File: src/rtl/fetch_unit_if.sv
// Instruction-memory read bus between the fetch unit (master) and the memory (slave).
// The master holds one word-read request at a time until the memory acknowledges it.
interface fetch_unit_if;
    logic        mem_req;
    logic [31:0] mem_addr;
    logic        mem_ack;
    logic [31:0] mem_rdata;

    modport master (
        output mem_req,
        output mem_addr,
        input  mem_ack,
        input  mem_rdata
    );

    modport slave (
        input  mem_req,
        input  mem_addr,
        output mem_ack,
        output mem_rdata
    );
endinterface

File: src/rtl/fetch_unit.sv
// Instruction prefetch stage: issues word reads, buffers returned words with their PCs
// in a small FIFO, and presents the head instruction with opcode/funct split out.
module fetch_unit #(
    parameter int          DEPTH    = 4,
    parameter logic [31:0] RESET_PC = 32'h0000_0000
) (
    input  logic                     clock,
    input  logic                     reset,
    fetch_unit_if.master             mem,
    input  logic                     redirect,
    input  logic [31:0]              redirect_pc,
    input  logic                     pc_load,
    output logic                     valid,
    output logic [31:0]              instr,
    output logic [31:0]              instr_pc,
    output logic [5:0]               opcode,
    output logic [5:0]               funct,
    output logic [$clog2(DEPTH):0]   count
);

    localparam int PW = $clog2(DEPTH);
    localparam int CW = PW + 1;
    localparam logic [CW-1:0] FULL_C = CW'(DEPTH);

    typedef enum logic [1:0] {
        IDLE = 2'd0,
        REQ  = 2'd1,
        DROP = 2'd2
    } state_t;

    state_t          state_r, state_s;
    logic [31:0]     fetch_pc_r, fetch_pc_s;
    logic            req_r, req_s;
    logic [31:0]     addr_r, addr_s;
    logic [CW-1:0]   count_r, count_s;
    logic [PW-1:0]   rd_ptr_r, rd_ptr_s;
    logic [PW-1:0]   wr_ptr_r, wr_ptr_s;
    logic [31:0]     data_mem_r [DEPTH];
    logic [31:0]     pc_mem_r   [DEPTH];
    logic            push_s;
    logic            pop_s;
    logic [31:0]     target_s;
    logic            unused_s;

    assign target_s = {redirect_pc[31:2], 2'b00};
    assign unused_s = ^redirect_pc[1:0];

    // FIFO bookkeeping: a redirect flushes and overrides any same-cycle push or pop
    always_comb begin
        push_s   = (state_r == REQ) && mem.mem_ack && !redirect;
        pop_s    = pc_load && (count_r != {CW{1'b0}}) && !redirect;
        count_s  = count_r;
        rd_ptr_s = rd_ptr_r;
        wr_ptr_s = wr_ptr_r;
        if (redirect) begin
            count_s  = {CW{1'b0}};
            rd_ptr_s = {PW{1'b0}};
            wr_ptr_s = {PW{1'b0}};
        end else begin
            if (push_s && !pop_s) begin
                count_s = count_r + CW'(1);
            end else if (pop_s && !push_s) begin
                count_s = count_r - CW'(1);
            end else begin
                count_s = count_r;
            end
            if (pop_s) begin
                rd_ptr_s = rd_ptr_r + PW'(1);
            end else begin
                rd_ptr_s = rd_ptr_r;
            end
            if (push_s) begin
                wr_ptr_s = wr_ptr_r + PW'(1);
            end else begin
                wr_ptr_s = wr_ptr_r;
            end
        end
    end

    // Request FSM: next state, request/address registers and the next fetch PC
    always_comb begin
        state_s    = state_r;
        req_s      = req_r;
        addr_s     = addr_r;
        fetch_pc_s = fetch_pc_r;
        case (state_r)
            IDLE: begin
                if (redirect) begin
                    state_s    = REQ;
                    req_s      = 1'b1;
                    addr_s     = target_s;
                    fetch_pc_s = target_s;
                end else if (count_r < FULL_C) begin
                    state_s = REQ;
                    req_s   = 1'b1;
                    addr_s  = fetch_pc_r;
                end else begin
                    state_s = IDLE;
                end
            end
            REQ: begin
                if (redirect) begin
                    fetch_pc_s = target_s;
                    if (mem.mem_ack) begin
                        addr_s = target_s;
                    end else begin
                        state_s = DROP;
                    end
                end else if (mem.mem_ack) begin
                    fetch_pc_s = addr_r + 32'd4;
                    if (count_s < FULL_C) begin
                        addr_s = addr_r + 32'd4;
                    end else begin
                        state_s = IDLE;
                        req_s   = 1'b0;
                    end
                end else begin
                    state_s = REQ;
                end
            end
            DROP: begin
                // The stale request stays up until acked; its data never enters the FIFO
                if (mem.mem_ack) begin
                    state_s    = REQ;
                    addr_s     = redirect ? target_s : fetch_pc_r;
                    fetch_pc_s = redirect ? target_s : fetch_pc_r;
                end else if (redirect) begin
                    fetch_pc_s = target_s;
                end else begin
                    state_s = DROP;
                end
            end
            default: begin
                state_s    = IDLE;
                req_s      = 1'b0;
                addr_s     = fetch_pc_r;
                fetch_pc_s = fetch_pc_r;
            end
        endcase
    end

    // Control and occupancy registers
    always_ff @(posedge clock or posedge reset) begin
        if (reset) begin
            state_r    <= IDLE;
            fetch_pc_r <= RESET_PC;
            req_r      <= 1'b0;
            addr_r     <= RESET_PC;
            count_r    <= {CW{1'b0}};
            rd_ptr_r   <= {PW{1'b0}};
            wr_ptr_r   <= {PW{1'b0}};
        end else begin
            state_r    <= state_s;
            fetch_pc_r <= fetch_pc_s;
            req_r      <= req_s;
            addr_r     <= addr_s;
            count_r    <= count_s;
            rd_ptr_r   <= rd_ptr_s;
            wr_ptr_r   <= wr_ptr_s;
        end
    end

    // FIFO storage; contents are only visible through the occupancy-gated head
    always_ff @(posedge clock) begin
        if (push_s) begin
            data_mem_r[wr_ptr_r] <= mem.mem_rdata;
            pc_mem_r[wr_ptr_r]   <= addr_r;
        end
    end

    assign mem.mem_req  = req_r;
    assign mem.mem_addr = addr_r;
    assign count        = count_r;
    assign valid        = (count_r != {CW{1'b0}});
    assign instr        = valid ? data_mem_r[rd_ptr_r] : 32'h0000_0000;
    assign instr_pc     = valid ? pc_mem_r[rd_ptr_r]   : 32'h0000_0000;
    assign opcode       = instr[31:26];
    assign funct        = instr[5:0];

endmodule

File: src/flat_wrapper.sv
// flat-port wrapper written by rule: the top's interface ports become plain ports
module fetch_unit_flat 
#(
    parameter int          DEPTH    = 4,
    parameter logic [31:0] RESET_PC = 32'h0000_0000
)
  (clock, reset, redirect, redirect_pc, pc_load, valid, instr, instr_pc, opcode, funct, count, mem_mem_req, mem_mem_addr, mem_mem_ack, mem_mem_rdata);
  fetch_unit_if mem_i ();
  input  logic clock;
  input  logic reset;
  input  logic redirect;
  input  logic [31:0] redirect_pc;
  input  logic pc_load;
  output logic valid;
  output logic [31:0] instr;
  output logic [31:0] instr_pc;
  output logic [5:0] opcode;
  output logic [5:0] funct;
  output logic [$clog2(DEPTH):0] count;
  output wire logic [$bits(mem_i.mem_req)-1:0] mem_mem_req;
  output wire logic [$bits(mem_i.mem_addr)-1:0] mem_mem_addr;
  input wire logic [$bits(mem_i.mem_ack)-1:0] mem_mem_ack;
  input wire logic [$bits(mem_i.mem_rdata)-1:0] mem_mem_rdata;
  assign mem_mem_req = mem_i.mem_req;
  assign mem_mem_addr = mem_i.mem_addr;
  assign mem_i.mem_ack = mem_mem_ack;
  assign mem_i.mem_rdata = mem_mem_rdata;
  fetch_unit #(.DEPTH(DEPTH), .RESET_PC(RESET_PC)) u_core (.clock(clock), .reset(reset), .mem(mem_i), .redirect(redirect), .redirect_pc(redirect_pc), .pc_load(pc_load), .valid(valid), .instr(instr), .instr_pc(instr_pc), .opcode(opcode), .funct(funct), .count(count));
endmodule
File: config.mk
export PLATFORM = sky130hd
export DESIGN_NAME = fetch_unit_flat
export DESIGN_NICKNAME = d
export VERILOG_FILES = /design/src/rtl/fetch_unit_if.sv /design/src/rtl/fetch_unit.sv /design/src/flat_wrapper.sv
export SDC_FILE = /design/constraint.sdc
export NUM_CORES = 1
export LEC_CHECK = 0
export ABC_AREA = 0
export CORE_ASPECT_RATIO = 1.1
export CORE_MARGIN = 1
export CORE_UTILIZATION = 35
export DETAILED_ROUTE_END_ITERATION = 8
export PLACE_DENSITY_LB_ADDON = 0.15
export SETUP_SLACK_MARGIN = 0.4
export SYNTH_ARGS = -nofsm -noshare
export SYNTH_HDL_FRONTEND = slang
export SYNTH_SLANG_ARGS = --single-unit
File: constraint.sdc
create_clock -name clock -period 2.95 [get_ports clock]
set_input_delay 0.59 -clock clock [delete_from_list [all_inputs] [get_ports clock]]
set_output_delay 0.59 -clock clock [all_outputs]
set_load 0.02 [all_outputs]
=== Word-level counts from Yosys, hierarchy flattened ===
Memories as Yosys holds them, arrays and structs flattened.
Index checks and enable logic that the tools add are counted.

* Input port bits: 69
* Memories kept: 2
* RAM bits: 256
* Flip-flop bits (word level): 74
* Logic and storage cells: 86

* Equality and inequality tests: 12
* Muxes and demuxes: 38
* Bitwise gates (word level): 1
* Reduce and logical (&&, ||, !) cells: 19
* Order comparisons: 2
* $add $sub $neg: 5

{| class="wikitable"
|+ Memory list
! memory !! words !! bits a word !! read ports !! clocked after Yosys merged registers in !! write ports !! RTL line !! source
|-
| u_core.data_mem_r || 4 || 32 || 1 || 0 || 1 || fetch_unit.sv:38 || <nowiki>logic [31:0] data_mem_r [DEPTH];</nowiki>
|-
| u_core.pc_mem_r || 4 || 32 || 1 || 0 || 1 || fetch_unit.sv:39 || <nowiki>logic [31:0] pc_mem_r [DEPTH];</nowiki>
|}

{| class="wikitable"
|+ Operators with widths
! cell !! count
|-
| 32-bit two-way mux || 12
|-
| 32-bit case mux with 3 select lines || 1
|-
| 32-bit case mux with 2 select lines || 1
|-
| 32-bit by 3-bit adder with 32-bit output, second input constant || 1
|-
| 2-bit two-way mux || 11
|-
| 3-bit != test, second input constant || 5
|-
| 3-bit two-way mux || 3
|-
| 1-bit two-way mux || 8
|-
| 2-bit != test, second input constant || 4
|-
| 1-bit logical AND || 6
|-
| 3-bit less-than comparator, second input constant || 2
|-
| 2-bit case mux with 3 select lines || 1
|-
| 2-bit nonzero test || 3
|-
| 5-bit AND reduction || 1
|-
| 2-bit by 1-bit adder with 2-bit output, second input constant || 2
|-
| 4-bit AND reduction || 1
|-
| 3-bit by 1-bit adder with 3-bit output, second input constant || 1
|-
| 1-bit logical NOT || 3
|-
| 3-bit by 2-bit != test with 1-bit output, second input constant || 1
|-
| 1-bit case mux with 3 select lines || 1
|-
| 3-bit AND reduction || 1
|-
| 3-bit nonzero test || 1
|-
| 3-bit by 1-bit subtractor with 3-bit output, second input constant || 1
|-
| 2-bit by 1-bit equality test with 1-bit output, second input constant || 1
|-
| 5 further kinds || 5
|}

=== Depth between registers and ports, before layout ===
* Depth in word-level cells: 13
* Depth in mapped cells: 11

=== Least setup slack after synthesis ===
OpenSTA, ideal clock, no wires.

* Path kind: in2reg
* From: in redirect
* To: mem u_core.data_mem_r[0][0] (enable)
* Path buffers: 1
* Required time: 2521 ps
* Cell stages on the path: 4
* Arrival time: 2838 ps
* Path slack: -317 ps
* Path through: buf_2 > nand2b_1 > nor2_1 > and2_1

* Cells in the longest elaborated chain, start to end: 4

{| class="wikitable"
|+ RTL lines
! item !! RTL line !! source
|-
| start: declaration || flat_wrapper.sv:11 || <nowiki>input logic redirect;</nowiki>
|-
| 1-bit logical NOT || fetch_unit.sv:50 || <nowiki>push_s = (state_r == REQ) && mem.mem_ack && !redirect;</nowiki>
|-
| 1-bit logical AND || fetch_unit.sv:50 ||
|-
| 1-bit two-way mux || fetch_unit.sv:165 || <nowiki>if (push_s) begin</nowiki>
|-
| 1-bit two-way mux (implied by the code) || fetch_unit.sv:166 || <nowiki>data_mem_r[wr_ptr_r] <= mem.mem_rdata;</nowiki>
|-
| end: declaration || fetch_unit.sv:38 ||
|}

No other way between the ends.

=== Final worst setup path ===
* From: reg u_core.rd_ptr_r[0]
* To: out instr[28]

* Cells in the longest elaborated chain, start to end: 2

{| class="wikitable"
|+ RTL lines
! item !! RTL line !! source
|-
| start: declaration || fetch_unit.sv:36 || <nowiki>logic [PW-1:0] rd_ptr_r, rd_ptr_s;</nowiki>
|-
| start signal: assignment || fetch_unit.sv:150 || <nowiki>rd_ptr_r <= {PW{1'b0}};</nowiki>
|-
| start signal: assignment || fetch_unit.sv:158 || <nowiki>rd_ptr_r <= rd_ptr_s;</nowiki>
|-
| memory 4 x 32 bit || - ||
|-
| 32-bit two-way mux || fetch_unit.sv:175 || <nowiki>assign instr = valid ? data_mem_r[rd_ptr_r] : 32'h0000_0000;</nowiki>
|-
| end: declaration || flat_wrapper.sv:15 || <nowiki>output logic [31:0] instr;</nowiki>
|}

No other way between the ends.

==> results.txt <==
The arrival time reported for the critical path endpoint is 2.17 ns, and the number of placed instances, taps included is 1753. The pin count of the biggest net entering global routing came out at 75. Measured in cells, the most critical reg-to-reg path has a length of 6. The final wirelength is 38.8 mm, and the total negative slack is 0 ns. For the met1 track utilization from global routing, the log shows 24.2%. The clock slew at the register clock pins of the worst setup and hold paths was 0.06 ns. The mapped netlist covers 0.0148 mm^2. Based on the critical path, the design can be clocked at up to 362 MHz. Walking the worst path, the cells encountered are buf_12 > buf_12 > buf_16 > mux4_2 > and2_4 > buf_6. The root buffer cell chosen for the clock tree is sky130_fd_sc_hd__clkbuf_16. The fraction of the core area covered by cells at the end of the flow was 47.2%. During synthesis, Yosys emitted a total of 0 warnings. The remaining design rule violation count is 0. The number of DRC violations after detailed-routing iteration 0 was 500; the required time at the endpoint of the critical path was 2.36 ns. The path with the worst hold slack has its endpoint at u_core.count[2].

Part of the Yosys area used for sequential elements: 64.6%. When the netlist entered floorplanning its net count stood at 1094. The net count of the finished layout is 1333. The logs give 427 uV for the worst supply voltage drop on vdd and 5 for the first-pass detailed-route iteration total. The clock reaches the later pin of the worst-skew pair after 0.52 ns.

The tools report the hold buffer count at cts as 0. The final non-filler cell area came out at 0.0195 mm^2. STA classifies the critical path endpoint as a primary output. The area growth from synthesis to layout is 32.4%.

After detailed routing, the number of vias per cell comes to 5.14. Synthesis inferred 330 register bits. Number of port buffers: 179. The library cell used most frequently in the layout, excluding fill and tap cells, is sky130_fd_sc_hd__edfxtp_1. STA classifies the critical path startpoint as a register. The congestion estimate from routability-driven global placement came to 0.786. Width of the die: 198 um. TritonCTS built the clock tree. The run finished with clean final reports. For the pin with the worst max-slew slack, the measured transition is 0.683 ns. The final max-slew violation count is 0. Counting along the longest clock path gives a buffer depth of 3. The pre-CTS setup slack was 0.185 ns. The die covers 0.0430 mm^2. 182 I/O pins were placed. The placed instances occupy a cell area of 0.0176 mm^2. Leaving out fill and tap cells, the most frequent cells in the layout are sky130_fd_sc_hd__edfxtp_1, sky130_fd_sc_hd__clkdlybuf4s50_1, sky130_fd_sc_hd__nor2_1.

Peak per-stage delay on the critical path: 0.52 ns. The run gives 69 as the count of distinct cell types in the synthesized netlist. The total core area was 0.0414 mm^2; the number of synthesized flops with an enable pin was 256. Summed over all layers, the global routing overflow is 0.

By startpoint and endpoint, the worst setup path is classified as register to primary output. In this run the critical register-to-register path is captured at u_core.mem.mem_addr[31]. Synthesis handed over a netlist of 1017 instances.

The startpoint identified for the worst hold timing path is redirect. The worst pin sits at a relative slew slack of 54.3%. The slack of the worst reg-to-reg path is 0.62 ns, and the filler-free cell count of the finished design is 1844. Total power for the finished layout comes to 19.0 mW.

The clock arrives with 0.0107 ns of skew. Once routing completed, OpenROAD measured the worst setup slack at 0.189 ns. The initial utilization of the core area, before any placement, comes to 35.7%.

The run gives 9552 as the via count of the first global-routing pass. Setup repair after global routing could not meet its margin everywhere. The post-synthesis average cell area came out at 14.5 um^2. The logs give 0 for the final number of setup-violating endpoints and 78 for the count of standard-cell rows.

The worst register-to-register path begins at u_core.mem.mem_addr[5]. The detail route stage leaves a number of antenna-violating nets equal to 0. The number of maximum-capacitance constraint violations is 0. The number of clock buffers added by TritonCTS is 37.

The final clock period utilization by the worst path was 93.6%. Critical-path cell with the highest stage delay: sky130_fd_sc_hd__dfrtp_4. Across all hold checks on the routed design, the worst slack comes to 0.364 ns. The cell occurring most often along the worst timing path is sky130_fd_sc_hd__buf_12. The worst hold path depth is 2. In the synthesized netlist the async set-or-reset flop fraction comes to 22.4%. The number of antenna diodes in the final layout is 0.

The worst path needs 2.76 ns of the cycle, external delays included. After legalization and detailed placement, the total HPWL measured 24.7 mm. Global-route track usage on met3: 3.35%.

The first global-routing pass estimated 58.4 mm of wire. Of the cells placed in the final design, the portion with a size suffix greater than 1 is 29.9%. The dominant synthesized flop cell is sky130_fd_sc_hd__edfxtp_1. For the leakage power, the log shows 6.95 nW.

The layer with the highest usage after global routing was met2. For this run, global-route usage on met2 was measured as 30.6%. Summing over every cut layer, the via total after detailed routing is 9485. The die is 217 um tall. The overall fraction of global-route tracks in use is 18.2%, and the number of failing hold endpoints at the final stage is 0. The H-tree was split into 2 levels. Dividing total power by cell area gives a power density of 972 mW/mm^2. The tools report the number of clock sinks seen by CTS as 330.

In this run the worst hold path is classified as primary input to register. The wire length per cell works out to 21.0 um. For the number of antenna violations at the first check in global routing, the log shows 0.

The maximum fanout encountered on the critical timing path works out to 6.
==> area by class of cell <==
class                      instances  area, um^2
fill                            3751       21800
tap                              560         701
timing repair buffer             272        3080
multi-input combinational        603        4920
clock buffer                      49         981
sequential                       330        9550
clock inverter                    18         253
inverter                          12        52.6
==> Yosys cell counts (all sizes together), types with 18 or more instances <==
library cell	count	area, um^2
buf	34	223
clkbuf	38	223
nor2	83	312
a21oi	52	260
mux4	64	1440
and2	74	463
xnor2	18	158
dfrtp	74	1850
edfxtp	256	7690
o22ai	23	144
o21ai	63	315
nand2	47	176
==> cells by family (layout without fill, tap and decap cells) <==
kind of cell / after synthesis / count (layout) / synth area share, %
AO/OA/AOI/OAI: 222 / 222 / 9.44
XOR/XNOR: 30 / 30 / 1.78
adder cells (fa/ha/maj): 10 / 10 / 0.814
buffers and inverters: 84 / 351 / 3.32
flip-flops: 330 / 330 / 64.6
multiplexers: 74 / 74 / 10.5
AND/OR/NAND/NOR: 267 / 267 / 9.53
==> routing by layer <==
layer | vias up | wire (um)
met4 | 0 | 795
met2 | 263 | 18900
li1 | 4398 | -
met5 | - | 0
met3 | 51 | 2100
met1 | 4773 | 17000
==> power breakdown <==
part,leakage [nW],internal [mW],switching [mW]
registers,3.21,5.82,0.654
clock network,0.595,2.88,1.82
logic,3.14,4.00,3.80
==> state kept, by name, summed over array words and instances (netlist names) <==
signal and flops:
u_core.pc_mem_r 128, u_core.rd_ptr_r 2, u_core.count 3, u_core.mem.mem_req 1, u_core.state_r 2, u_core.mem.mem_addr 32, u_core.data_mem_r 128, u_core.fetch_pc_r 32
u_core.wr_ptr_r 2
==> critical path: cells and delay by family (launching register included) <==
kind | cells | cell delay (ns)
and+or+nand+nor | 1 | 0.16
buffers and inverters | 4 | 0.55
muxes | 1 | 0.41
DFF | 1 | 0.52
==> worst max path at each step <==
stage	end	depth (start not counted)	start	slack, ns
final	instr[28]	6	u_core.rd_ptr_r[0]	0.19
after global routing	instr[6]	6	u_core.rd_ptr_r[0]	0.12
after CTS	instr[6]	6	u_core.rd_ptr_r[0]	0.15
after detailed placement	u_core.mem.mem_addr[8]	6	mem_mem_ack	0.18
after global placement	u_core.mem.mem_addr[8]	6	mem_mem_ack	0.20
after floorplan	u_core.data_mem_r[0][0]	4	redirect	0.37
==> repair_timing <==
item,in CTS,in global routing
resized for setup,539,14
setup endpoints to repair,78,88
cloned,7,1
pin swaps,55,2
setup buffers,14,2
Note: power is estimated with default switching activity, not from simulation.
